## config.mk

```make
export PLATFORM = sky130hd
export DESIGN_NAME = btn_ctrl
export DESIGN_NICKNAME = d
export VERILOG_FILES = /design/src/rtl/btn_ctrl.sv
export SDC_FILE = /design/constraint.sdc
export NUM_CORES = 1
export LEC_CHECK = 0
export ABC_CLOCK_PERIOD_IN_PS = 9000
export CELL_PAD_IN_SITES_DETAIL_PLACEMENT = 1
export CELL_PAD_IN_SITES_GLOBAL_PLACEMENT = 1
export CORE_MARGIN = 1
export CORE_UTILIZATION = 40
export DETAILED_ROUTE_END_ITERATION = 10
export DONT_BUFFER_PORTS = 1
export PLACE_DENSITY = 0.66
export SYNTH_ARGS = -nofsm -noshare
export SYNTH_HDL_FRONTEND = slang
export SYNTH_SLANG_ARGS = --single-unit
```

## constraint.sdc

```tcl
create_clock -name clk27 -period 9 [get_ports clk27]
set_clock_uncertainty 0.15 [all_clocks]
set_input_delay 1.35 -clock clk27 [delete_from_list [all_inputs] [get_ports clk27]]
set_output_delay 1.35 -clock clk27 [all_outputs]
set_load 0.005 [all_outputs]
```

## src/rtl/btn_ctrl.sv

```systemverilog
// btn_ctrl: front-panel button conditioner for the clk27 domain.
// Turns synchronized active-low button bits into debounced levels,
// press / release / long-press pulses and a wrapping 8-bit event counter
// that the CPU polls the same way it polls the IR receiver.
// Optional build macro: BTN_AUTOREPEAT_EN adds auto-repeat pulses on
// btn_long_pulse while a long-pressed button stays held.
module btn_ctrl #(
    parameter int NUM_BTN          = 2,
    parameter int DEBOUNCE_CYCLES  = 270000,
    parameter int LONGPRESS_CYCLES = 27000000,
    parameter int REPEAT_CYCLES    = 5400000
) (
    input  logic               clk27,
    input  logic               reset_n,
    input  logic [NUM_BTN-1:0] btn_sync_n,
    output logic [NUM_BTN-1:0] btn_state,
    output logic [NUM_BTN-1:0] btn_long,
    output logic [NUM_BTN-1:0] btn_press,
    output logic [NUM_BTN-1:0] btn_release,
    output logic [NUM_BTN-1:0] btn_long_pulse,
    output logic [7:0]         btn_event_cnt
);

    localparam int DebW  = $clog2(DEBOUNCE_CYCLES + 1);
    localparam int HoldW = $clog2(LONGPRESS_CYCLES + 1);

    localparam logic [DebW-1:0]  DebMax  = DebW'(DEBOUNCE_CYCLES);
    localparam logic [HoldW-1:0] HoldMax = HoldW'(LONGPRESS_CYCLES);

`ifdef BTN_AUTOREPEAT_EN
    localparam int RepW = $clog2(REPEAT_CYCLES + 1);
    localparam logic [RepW-1:0] RepLast = RepW'(REPEAT_CYCLES - 1);
`endif

    typedef enum logic [1:0] {
        IDLE        = 2'd0,
        DEB_PRESS   = 2'd1,
        HELD        = 2'd2,
        DEB_RELEASE = 2'd3
    } btnState_e;

    // Next-cycle pulse values from every button, gathered so the shared
    // event counter can advance on the same edge the pulses are registered.
    logic [NUM_BTN-1:0] pressNext;
    logic [NUM_BTN-1:0] releaseNext;
    logic [NUM_BTN-1:0] longPulseNext;

    logic       anyEvent;
    logic [7:0] eventCnt_q;
    logic [7:0] eventCnt_d;

    for (genvar i = 0; i < NUM_BTN; i++) begin : gBtn

        btnState_e       state_q, state_d;
        logic [DebW-1:0] debCnt_q, debCnt_d;
        logic [HoldW-1:0] holdCnt_q, holdCnt_d;
        logic            long_q, long_d;
        logic            level_q, level_d;
        logic            press_q, press_d;
        logic            release_q, release_d;
        logic            longPulse_q, longPulse_d;
        logic            raw;
`ifdef BTN_AUTOREPEAT_EN
        logic [RepW-1:0] repCnt_q, repCnt_d;
`endif

        assign raw = ~btn_sync_n[i];

        // Per-button debounce / hold FSM: next state, counters and pulses.
        always_comb begin
            state_d     = state_q;
            debCnt_d    = debCnt_q;
            holdCnt_d   = holdCnt_q;
            long_d      = long_q;
            level_d     = level_q;
            press_d     = 1'b0;
            release_d   = 1'b0;
            longPulse_d = 1'b0;
`ifdef BTN_AUTOREPEAT_EN
            repCnt_d    = repCnt_q;
`endif
            unique case (state_q)
                IDLE: begin
                    if (raw) begin
                        state_d  = DEB_PRESS;
                        debCnt_d = DebW'(1);
                    end
                end
                DEB_PRESS: begin
                    if (!raw) begin
                        state_d = IDLE;
                    end else if (debCnt_q == DebMax) begin
                        state_d   = HELD;
                        level_d   = 1'b1;
                        press_d   = 1'b1;
                        holdCnt_d = '0;
                    end else begin
                        debCnt_d = debCnt_q + DebW'(1);
                    end
                end
                HELD: begin
                    if (!raw) begin
                        state_d  = DEB_RELEASE;
                        debCnt_d = DebW'(1);
                    end else begin
                        if (holdCnt_q != HoldMax) begin
                            holdCnt_d = holdCnt_q + HoldW'(1);
                        end
                        if (!long_q && (holdCnt_d == HoldMax)) begin
                            long_d      = 1'b1;
                            longPulse_d = 1'b1;
`ifdef BTN_AUTOREPEAT_EN
                            repCnt_d    = '0;
`endif
                        end
`ifdef BTN_AUTOREPEAT_EN
                        else if (long_q) begin
                            if (repCnt_q == RepLast) begin
                                repCnt_d    = '0;
                                longPulse_d = 1'b1;
                            end else begin
                                repCnt_d = repCnt_q + RepW'(1);
                            end
                        end
`endif
                    end
                end
                DEB_RELEASE: begin
                    if (raw) begin
                        state_d = HELD;
                    end else if (debCnt_q == DebMax) begin
                        state_d   = IDLE;
                        level_d   = 1'b0;
                        long_d    = 1'b0;
                        release_d = 1'b1;
`ifdef BTN_AUTOREPEAT_EN
                        repCnt_d  = '0;
`endif
                    end else begin
                        debCnt_d = debCnt_q + DebW'(1);
                    end
                end
                default: begin
                    state_d = IDLE;
                end
            endcase
        end

        // Per-button state and output registers with synchronous reset.
        always_ff @(posedge clk27) begin
            if (!reset_n) begin
                state_q     <= IDLE;
                debCnt_q    <= '0;
                holdCnt_q   <= '0;
                long_q      <= 1'b0;
                level_q     <= 1'b0;
                press_q     <= 1'b0;
                release_q   <= 1'b0;
                longPulse_q <= 1'b0;
`ifdef BTN_AUTOREPEAT_EN
                repCnt_q    <= '0;
`endif
            end else begin
                state_q     <= state_d;
                debCnt_q    <= debCnt_d;
                holdCnt_q   <= holdCnt_d;
                long_q      <= long_d;
                level_q     <= level_d;
                press_q     <= press_d;
                release_q   <= release_d;
                longPulse_q <= longPulse_d;
`ifdef BTN_AUTOREPEAT_EN
                repCnt_q    <= repCnt_d;
`endif
            end
        end

        assign btn_state[i]      = level_q;
        assign btn_long[i]       = long_q;
        assign btn_press[i]      = press_q;
        assign btn_release[i]    = release_q;
        assign btn_long_pulse[i] = longPulse_q;

        assign pressNext[i]     = press_d;
        assign releaseNext[i]   = release_d;
        assign longPulseNext[i] = longPulse_d;
    end

    // Any pulse from any button on this edge counts as a single event.
    always_comb begin
        anyEvent   = |(pressNext | releaseNext | longPulseNext);
        eventCnt_d = eventCnt_q + {7'd0, anyEvent};
    end

    // Event counter register; wraps silently from 255 to 0.
    always_ff @(posedge clk27) begin
        if (!reset_n) begin
            eventCnt_q <= '0;
        end else begin
            eventCnt_q <= eventCnt_d;
        end
    end

    assign btn_event_cnt = eventCnt_q;

endmodule

```

### Word level (Yosys, flattened, before mapping)

Index checks and enable logic that the tools add are counted.

* word-level logic and storage cells: 151
* input bits: 4
* register bits after elaboration: 110

* equality and inequality tests: 32
* bitwise logic cells: 2
* multiplexer cells: 72
* add/subtract/negate cells: 5
* reductions and logical operators: 23

Operators by type and width (number)
* $mux 25: 12
* $mux 19: 10
* $pmux 19 s4: 2
* $pmux 25 s2: 2
* $add 25x1->25 const B: 2
* $eq 25x25->1 const B: 2
* $ne 25x25->1 const B: 2
* $add 19x1->19 const B: 2
* $eq 19x19->1 const B: 2
* $ne 2x2->1 const B: 16
* $mux 1: 28
* $mux 2: 12
* $reduce_and 4->1: 6
* $reduce_and 5->1: 4
* $pmux 2 s4: 2
* $ne 3x3->1 const B: 4
* $reduce_bool 2->1: 6
* $add 8x1->8: 1
* $eq 2x2->1 const B: 4
* $pmux 1 s2: 4
* $eq 2x1->1 const B: 2
* $logic_not 2->1: 2
* $or 2x2->2: 2
* $logic_and 1x1->1: 2
* 2 further kinds: 3

### Logic depth before layout (Yosys ltp)

Gate-level depths: netlist of the first run.

* depth in word-level cells: 12
* mapped depth: 14
* mapped depth without buffers: 14

### Least setup slack after synthesis of the first run

No wires, ideal clock.

* path kind: input to register
* start point: in btn_sync_n[1]
* end point: reg eventCnt_q[6] (netlist: btn_event_cnt[6])
* path slack: 5.370 ns
* stages: 12
* required time: 8.722 ns
* arrival: 3.352 ns
* cell sequence: clkbuf_1 -> nor2_1 -> and2_1 -> mux2i_1 -> a211o_1 -> nor4_2 -> or3_2 -> ha_1 -> ha_1 -> nand3_1 -> xor2_1 -> nor2_1

* cells in the longest elaborated chain, start to end: 6
* elaborated cells between the ends (all ways): 10
* those cells by class: 1 x add/sub; 6 x mux; 2 x bitwise; 1 x reduce/logical

RTL lines
* start: declaration: RTL line 15 `input logic [NUM_BTN-1:0] btn_sync_n,`
* $mux 1 (on tied branches): RTL line 90, 129
* $mux 1: RTL line 82 `unique case (state_q)`
* $or 2x2->2: RTL line 191 `anyEvent = |(pressNext | releaseNext | longPulseNext);`
* $or 2x2->2 *: RTL line 191
* $reduce_or 2->1 *: RTL line 191
* $add 8x1->8 *: RTL line 192 `eventCnt_d = eventCnt_q + {7'd0, anyEvent};`
* end signal: assignment: RTL line 200 `eventCnt_q <= eventCnt_d;`
* end: declaration: RTL line 49 `logic [7:0] eventCnt_q;`

Mark *: on every way between the ends. The rest lies on a longest branch, timed or not.
A chain may end at the register's enable or synchronous reset.

### Final worst setup path of the first run

* start point: reg gBtn[1].holdCnt_q[0]
* end point: reg eventCnt_q[4] (netlist: btn_event_cnt[4])

* cells in the longest elaborated chain, start to end: 12
* elaborated cells between the ends (all ways): 13
* those cells by class: 2 x add/sub; 2 x eq/ne; 6 x mux; 1 x bitwise; 2 x reduce/logical

RTL lines
* start: declaration: RTL line 56 `logic [HoldW-1:0] holdCnt_q, holdCnt_d;`
* start signal: assignment: RTL line 166 `holdCnt_q <= holdCnt_d;`
* $add 25x1->25 / $ne 25x25->1 (equally long branches): RTL line 107, 106
* $mux 25 *: RTL line 106 `if (holdCnt_q != HoldMax) begin`
* $mux 25 *: RTL line 102 `if (!raw) begin`
* $mux 25 *: RTL line 82
* $eq 25x25->1 *: RTL line 109 `if (!long_q && (holdCnt_d == HoldMax)) begin`
* $logic_and 1x1->1 *: RTL line 109
* $mux 1 *: RTL line 109
* $mux 1 *: RTL line 102
* $mux 1 *: RTL line 82
* $or 2x2->2 *: RTL line 191
* $reduce_or 2->1 *: RTL line 191
* $add 8x1->8 *: RTL line 192

Mark *: on every way between the ends. The rest lies on a longest branch, timed or not. The select of a mux whose other input is x is not followed.

==> results.yml, run 1 <==
floorplanning:
  die_w_um: 127
  fp.dieArea_sq_um: 16000
  start_util_pct: 40.9
  num_rows: 45
  die_h_um: 127
  core_sq_um: 15100
  ios: 22
yosys:
  avgSynthCellArea_sq_um: 7.66
  synth_top_area_share_pct: 35.5
  syn_inst: 810
  synth-seq-cells: 110
  syn_area_sq_um: 6200
  ys_dominant_reg_cell: "dfxtp_1"
  synthTopCellsByArea: "dfxtp_1, nor2_1, a21oi_1, xor2_1, o21ai_0"
  synth_top_cell_by_area: "dfxtp_1"
  ys_seq_area_share_pct: 35.5
  yosys_warnings: 0
  postSynth.asyncResetShare_pct: 0
  syn_nets: 824
  synth-edff-count: 0
  ys_types: 67
timing:
  timing.slew.headroom_pct: 19.6
  fmax_mhz: 254
  finalCritPeriodShare_pct: 43.7
  rsz0062_at_grt: "no"
  slew_violations: 0
  setup_viol: 0
  fin_setup_tns_ns: 0
  tightest_slew_ns: 1.20
  finalHoldViolCount: 0
  min_period_ns: 3.93
detailed_routing:
  drc_errors: 0
  antenna_left: 0
  via_count: 5733
  drt-total-wl_um: 17100
  viasPerCell: 5.97
  wire_per_inst_um: 17.8
  drt-pass1-iter-count: 4
  drt_iter0_markers: 242
power:
  powerDensity_nw_per_um2: 138
  p_leak_nw: 2.09
  totalPowerFinal_mw: 0.897
  pwr-share-clk_pct: 43.8
  intPower_mw: 0.694
  seqPwrFrac_pct: 54.6
  ir_worst_vdd_uv: 90.8
  p_switching_mw: 0.203
  p_sw_share_pct: 22.6
  comb_power_share_pct: 1.6
outcome:
  status: "completed"
clock_network:
  htree_levels: 3
  cts_resized: 0
  cts_tree: "yes"
  cts_sinks: 110
  postCtsSetupBuffers: 0
  cts-root-buf: "clkbuf_16"
  cts_buffers: 9
  cts_hold_buf: 0
  path_clk_slew_ns: 0.08
  cts_buffer_depth: 2
  clk_latency_ns: 0.35
critical_path:
  cp_top_family: "simple AND/OR/NAND/NOR gates"
  crit_chain: "ha_1 > nand4_1 > nor4_1 > xnor2_1 > nand4_1 > nor4_2 > or3_2 > ha_1 > ha_1 > nand3_1 > xor2_1 > nor2_1"
  worstSetupStartpointType: "flop"
  crit_buf_inv: 0
  crit_cells: 12
  critical_path.max_fanout: 13
  slowest_stage: "dfxtp_1"
  required_ns: 9.05
  critical-path-max-stage-delay_ns: 0.54
  cp_common_cell: "ha_1"
  timing_worst_setup_path_type: "reg2reg"
  rr_worst_depth: 12
  end_kind: "flop"
  arrival_ns: 3.97
global_routing:
  grt_pass1_wl_um: 28700
  grt_use_met1_pct: 28.5
  grt_usage_pct: 22.1
  gr-usage-met2_pct: 37.3
  grt_max_degree: 57
  use_met3_pct: 3.54
  grt_pass1_vias: 5782
  overflow: 0
  grt.busiest_layer: "met2"
  antenna_found_initial: 0
placed_design:
  hpwl_um: 12000
  gp_congestion: 0.806
  portBuffers: 0
final_layout:
  final_common_cell: "dfxtp_1"
  layout-drive-gt1-share_pct: 4.92
  final_cell_mix: "dfxtp_1, nor2_1, nand2_1"
  insertedDiodeCount: 0
  layout.nets: 783
  multi_input_area_sq_um: 3670
  area_growth_pct: 4.74
  nFillCells: 1832
  regArea_sq_um: 2200
run:
  drv_cap: 0
hold_path:
  hold_depth: 2
  hold_class: "reg2reg"
==> flip-flops by register name, summed over array words and instances (netlist names), named ones only <==
signal / cells
gBtn.long_q: 2
gBtn.state_q: 2
gBtn.level_q: 2
gBtn.debCnt_q: 38
gBtn.holdCnt_q: 50
gBtn.longPulse_q: 2
btn_event_cnt: 8
gBtn.release_q: 2
gBtn.press_q: 2
==> power by group through the flow <==
stage               Sequential, mW  Clock [mW]  Combinational, mW
floorplan                    0.500           0             0.0132
global placement             0.501           0             0.0141
detailed placement           0.501           0             0.0147
CTS                          0.489       0.407             0.0147
global route                 0.490       0.425             0.0163
finish                       0.490       0.393             0.0142
==> layer usage <==
metal  share of wire [%]  vias to the layer above  wire, um
met1                  48                     2815      8240
met3                 3.4                       14       583
li1                    -                     2823         -
met2                  47                       81      8020
met4                 1.3                        0       222
met5                   0                        -         0
==> synth_stat cells (10+ instances only) <==
cell / number
nor4_1: 13
nand2_1: 69
and4_1: 13
and3_1: 19
o21ai_0: 54
ha_1: 10
a31oi_1: 20
nor2_1: 98
or3_1: 21
clkbuf_1: 38
buf_4: 10
xnor2_1: 17
dfxtp_1: 110
inv_1: 21
a21oi_1: 55
xor2_1: 31
nor3_1: 31
nand4_1: 30
nand3_1: 43
==> worst paths after layout <==
path                         from              endpoint  slack [ns]
max          gBtn[1].holdCnt_q[0]      btn_event_cnt[4]        5.07
min          gBtn[1].debCnt_q[15]  gBtn[1].debCnt_q[15]        0.34
max reg2reg  gBtn[1].holdCnt_q[0]      btn_event_cnt[4]        5.07
min reg2reg  gBtn[1].debCnt_q[15]  gBtn[1].debCnt_q[15]        0.34
==> per-stage QoR <==
stage	instances	hold slack (ns)	utilization (%)	setup slack (ns)	cell area, sq um
after CTS	961	0.352	42.9	5.09	6490
final	961	0.344	42.9	5.07	6490
after global placement	946	0.328	41.0	4.90	6210
after detailed placement	946	0.341	41.0	4.71	6210
after global routing	961	0.389	42.9	4.82	6490
after floorplan	810	0.307	-	5.37	6200
==> area by class of cell <==
cell class	count	share of cell area, %
multi-input combinational	623	56.4
inverter	21	1.21
timing repair buffer	4	0.462
clock inverter	4	0.462
sequential	110	33.9
clock buffer	11	3.89
tap	188	3.62
==> cell families (layout without fill, tap and decap cells) <==
family / after synthesis / count (layout) / synth area share, %
muxes: 4 / 4 / 0.646
AOI/OAI and AO/OA: 173 / 173 / 16.5
DFF: 110 / 110 / 35.5
adders and majority gates: 10 / 10 / 2.02
xor gates and xnor gates: 48 / 48 / 6.78
and+or+nand+nor: 388 / 388 / 33.1
buffers and inverters: 77 / 40 / 5.37
==> worst register-to-register path, cell delays in order, from the launching register on <==
cell and delay (ns):
dfxtp_1 0.54, ha_1 0.49, nand4_1 0.42, nor4_1 0.48
xnor2_1 0.20, nand4_1 0.15, nor4_2 0.43, or3_2 0.22
ha_1 0.16, ha_1 0.20, nand3_1 0.10, xor2_1 0.17
nor2_1 0.06
Power figures use the tool's default switching activity.
==> run 2, diff against run 1 <==
--- a/config.mk
+++ b/config.mk
@@ -5,7 +5,7 @@
 export SDC_FILE = /design/constraint.sdc
 export NUM_CORES = 1
 export LEC_CHECK = 0
-export ABC_CLOCK_PERIOD_IN_PS = 9000
+export ABC_CLOCK_PERIOD_IN_PS = 4050
 export CELL_PAD_IN_SITES_DETAIL_PLACEMENT = 1
 export CELL_PAD_IN_SITES_GLOBAL_PLACEMENT = 1
 export CORE_MARGIN = 1
==> constraint.sdc (replaced) <==
create_clock -name clk27 -period 4.05 [get_ports clk27]
set_clock_uncertainty 0.15 [all_clocks]
set_input_delay 0.6075 -clock clk27 [delete_from_list [all_inputs] [get_ports clk27]]
set_output_delay 0.6075 -clock clk27 [all_outputs]
set_load 0.005 [all_outputs]
==> run 2 against run 1 <==
Worst hold slack worse by 0.17 ns. First-iteration DRC count grew 27%. Die area is the same. Final area increased by 1.2%. Power grew 130%. Sequential share of layout area is 0.41 points lower.
==> results.yml, run 2 (same netlist as run 1, synthesis figures left out) <==
outcome:
  status: "completed"
global_routing:
  grt_usage_pct: 22.3
  grt_pass1_wl_um: 28700
  antenna_found_initial: 0
  grt_pass1_vias: 5730
  overflow: 0
  grt_max_degree: 57
floorplanning:
  die_w_um: 127
  core_sq_um: 15100
  ios: 22
  die_h_um: 127
  fp.dieArea_sq_um: 16000
  start_util_pct: 40.9
  num_rows: 45
critical_path:
  setup.worst_path.start: "gBtn[0].holdCnt_q[12]"
  cp_top_family: "simple AND/OR/NAND/NOR gates"
  crit_chain: "nand3_1 > nor4_2 > or3b_2 > a21oi_1 > and4_1 > nor4b_4 > or3_2 > ha_1 > ha_1 > nand3_1 > xor2_1 > nor2_1"
  reg2reg_from: "gBtn[0].holdCnt_q[12]"
  timing_worst_setup_path_type: "reg2reg"
  end_kind: "flop"
  crit_cells: 12
  critical_path.max_fanout: 11
  rr_worst_depth: 12
  arrival_ns: 3.71
  worstSetupStartpointType: "flop"
  endpoint: "btn_event_cnt[6]"
  slowest_stage: "dfxtp_1"
  required_ns: 4.11
  crit_buf_inv: 0
  r2r_end: "btn_event_cnt[6]"
  r2r_setup_slack_ns: 0.39
  critical-path-max-stage-delay_ns: 0.52
timing:
  rsz0062_at_grt: "no"
  setup_viol: 0
  fin_setup_tns_ns: 0
  timing.slew.headroom_pct: 15.0
  finalCritPeriodShare_pct: 90.2
  finalHoldViolCount: 0
  fmax_mhz: 274
  slew_violations: 0
  setup_ws_ns: 0.395
  tightest_slew_ns: 1.27
  min_period_ns: 3.66
final_layout:
  largest_reg_flops: 50
  final_cell_mix: "dfxtp_1, nor2_1, nand2_1"
  layout-drive-gt1-share_pct: 5.66
  insertedDiodeCount: 0
  final_common_cell: "dfxtp_1"
  layout.nets: 787
  area_growth_pct: 6.01
  largest-register: "gBtn.holdCnt_q"
run:
  drv_cap: 0
hold_path:
  hold_depth: 1
  hold_class: "in2reg"
placed_design:
  preCtsSetupSlack_ns: 0.292
  gp_congestion: 0.946
  hpwl_um: 12100
  portBuffers: 0
clock_network:
  cts_sinks: 110
  cts_buffer_depth: 2
  cts_buffers: 9
  postCtsSetupBuffers: 0
  htree_levels: 3
  cts_tree: "yes"
  cts-root-buf: "clkbuf_16"
  clk_latency_ns: 0.36
  path_clk_slew_ns: 0.08
power:
  ir_worst_vdd_uv: 279
  powerDensity_nw_per_um2: 317
  p_leak_nw: 2.13
  totalPowerFinal_mw: 2.08
detailed_routing:
  drt_iter0_markers: 307
  antenna_left: 0
  drc_errors: 0
  via_count: 5707
  drt-total-wl_um: 17100
  wire_per_inst_um: 17.7
  viasPerCell: 5.91
  drt-pass1-iter-count: 4
-- run 2: cell type report --
class,instances,area [sq um]
clock buffer,9,225
clock inverter,7,100
fill,1875,8570
inverter,21,78.8
multi-input combinational,623,3670
sequential,110,2200
tap,188,235
timing repair buffer,8,60.1
-- run 2: report_power, final --
part	internal, mW	leakage (nW)	switching [mW]
clock	0.501	0.158	0.464
sequential	1.08	0.887	0.00466
combinational	0.00636	1.09	0.0249
-- run 2: through the flow --
stage          util, %  hold slack [ns]  instance area, sq um  cells
3_5_place_dp      41.2            0.343                  6240    950
4_1_cts           43.4            0.156                  6570    966
5_1_grt           43.4            0.159                  6570    966
3_3_place_gp      41.2            0.331                  6240    950
6_report          43.4            0.176                  6570    966
2_1_floorplan        -            0.307                  6200    810
-- run 2: repair_timing --
action | CTS | global route
hold buffers | 0 | 0
gates resized for setup | 0 | 1
endpoints found under the setup margin | 0 | 4
-- run 2: worst register-to-register path: cells and delay by family, from the launching register on --
family / cells / cell delay (ns)
simple gates: 8 / 2.15
xor+xnor: 1 / 0.18
flops: 1 / 0.52
fa+ha+maj: 2 / 0.37
compound gates: 1 / 0.14
-- run 2: worst min path at each step --
stage | startpoint | end | slack (ns)
2_1_floorplan | gBtn[0].holdCnt_q[24] | gBtn[0].holdCnt_q[24] | 0.31
3_3_place_gp | gBtn[1].debCnt_q[0] | gBtn[1].debCnt_q[0] | 0.33
3_5_place_dp | gBtn[1].debCnt_q[12] | gBtn[1].debCnt_q[12] | 0.34
4_1_cts | btn_sync_n[0] | gBtn[0].press_q | 0.16
5_1_grt | btn_sync_n[0] | gBtn[0].press_q | 0.16
6_report | btn_sync_n[0] | gBtn[0].press_q | 0.18
-- run 2: routing by layer --
layer	share of wire (%)	track usage, %
met1	48	28.6
met2	48	38.3
met3	3.4	4.13
met4	0.80	5.95
met5	0	0
==> run 3, diff against run 2 <==
--- a/config.mk
+++ b/config.mk
@@ -16,3 +16,4 @@
 export SYNTH_ARGS = -nofsm -noshare
 export SYNTH_HDL_FRONTEND = slang
 export SYNTH_SLANG_ARGS = --single-unit
+export TNS_END_PERCENT = 100
==> results of run 3 <==
Final layout, timing and power as in run 2 (identical DEF).
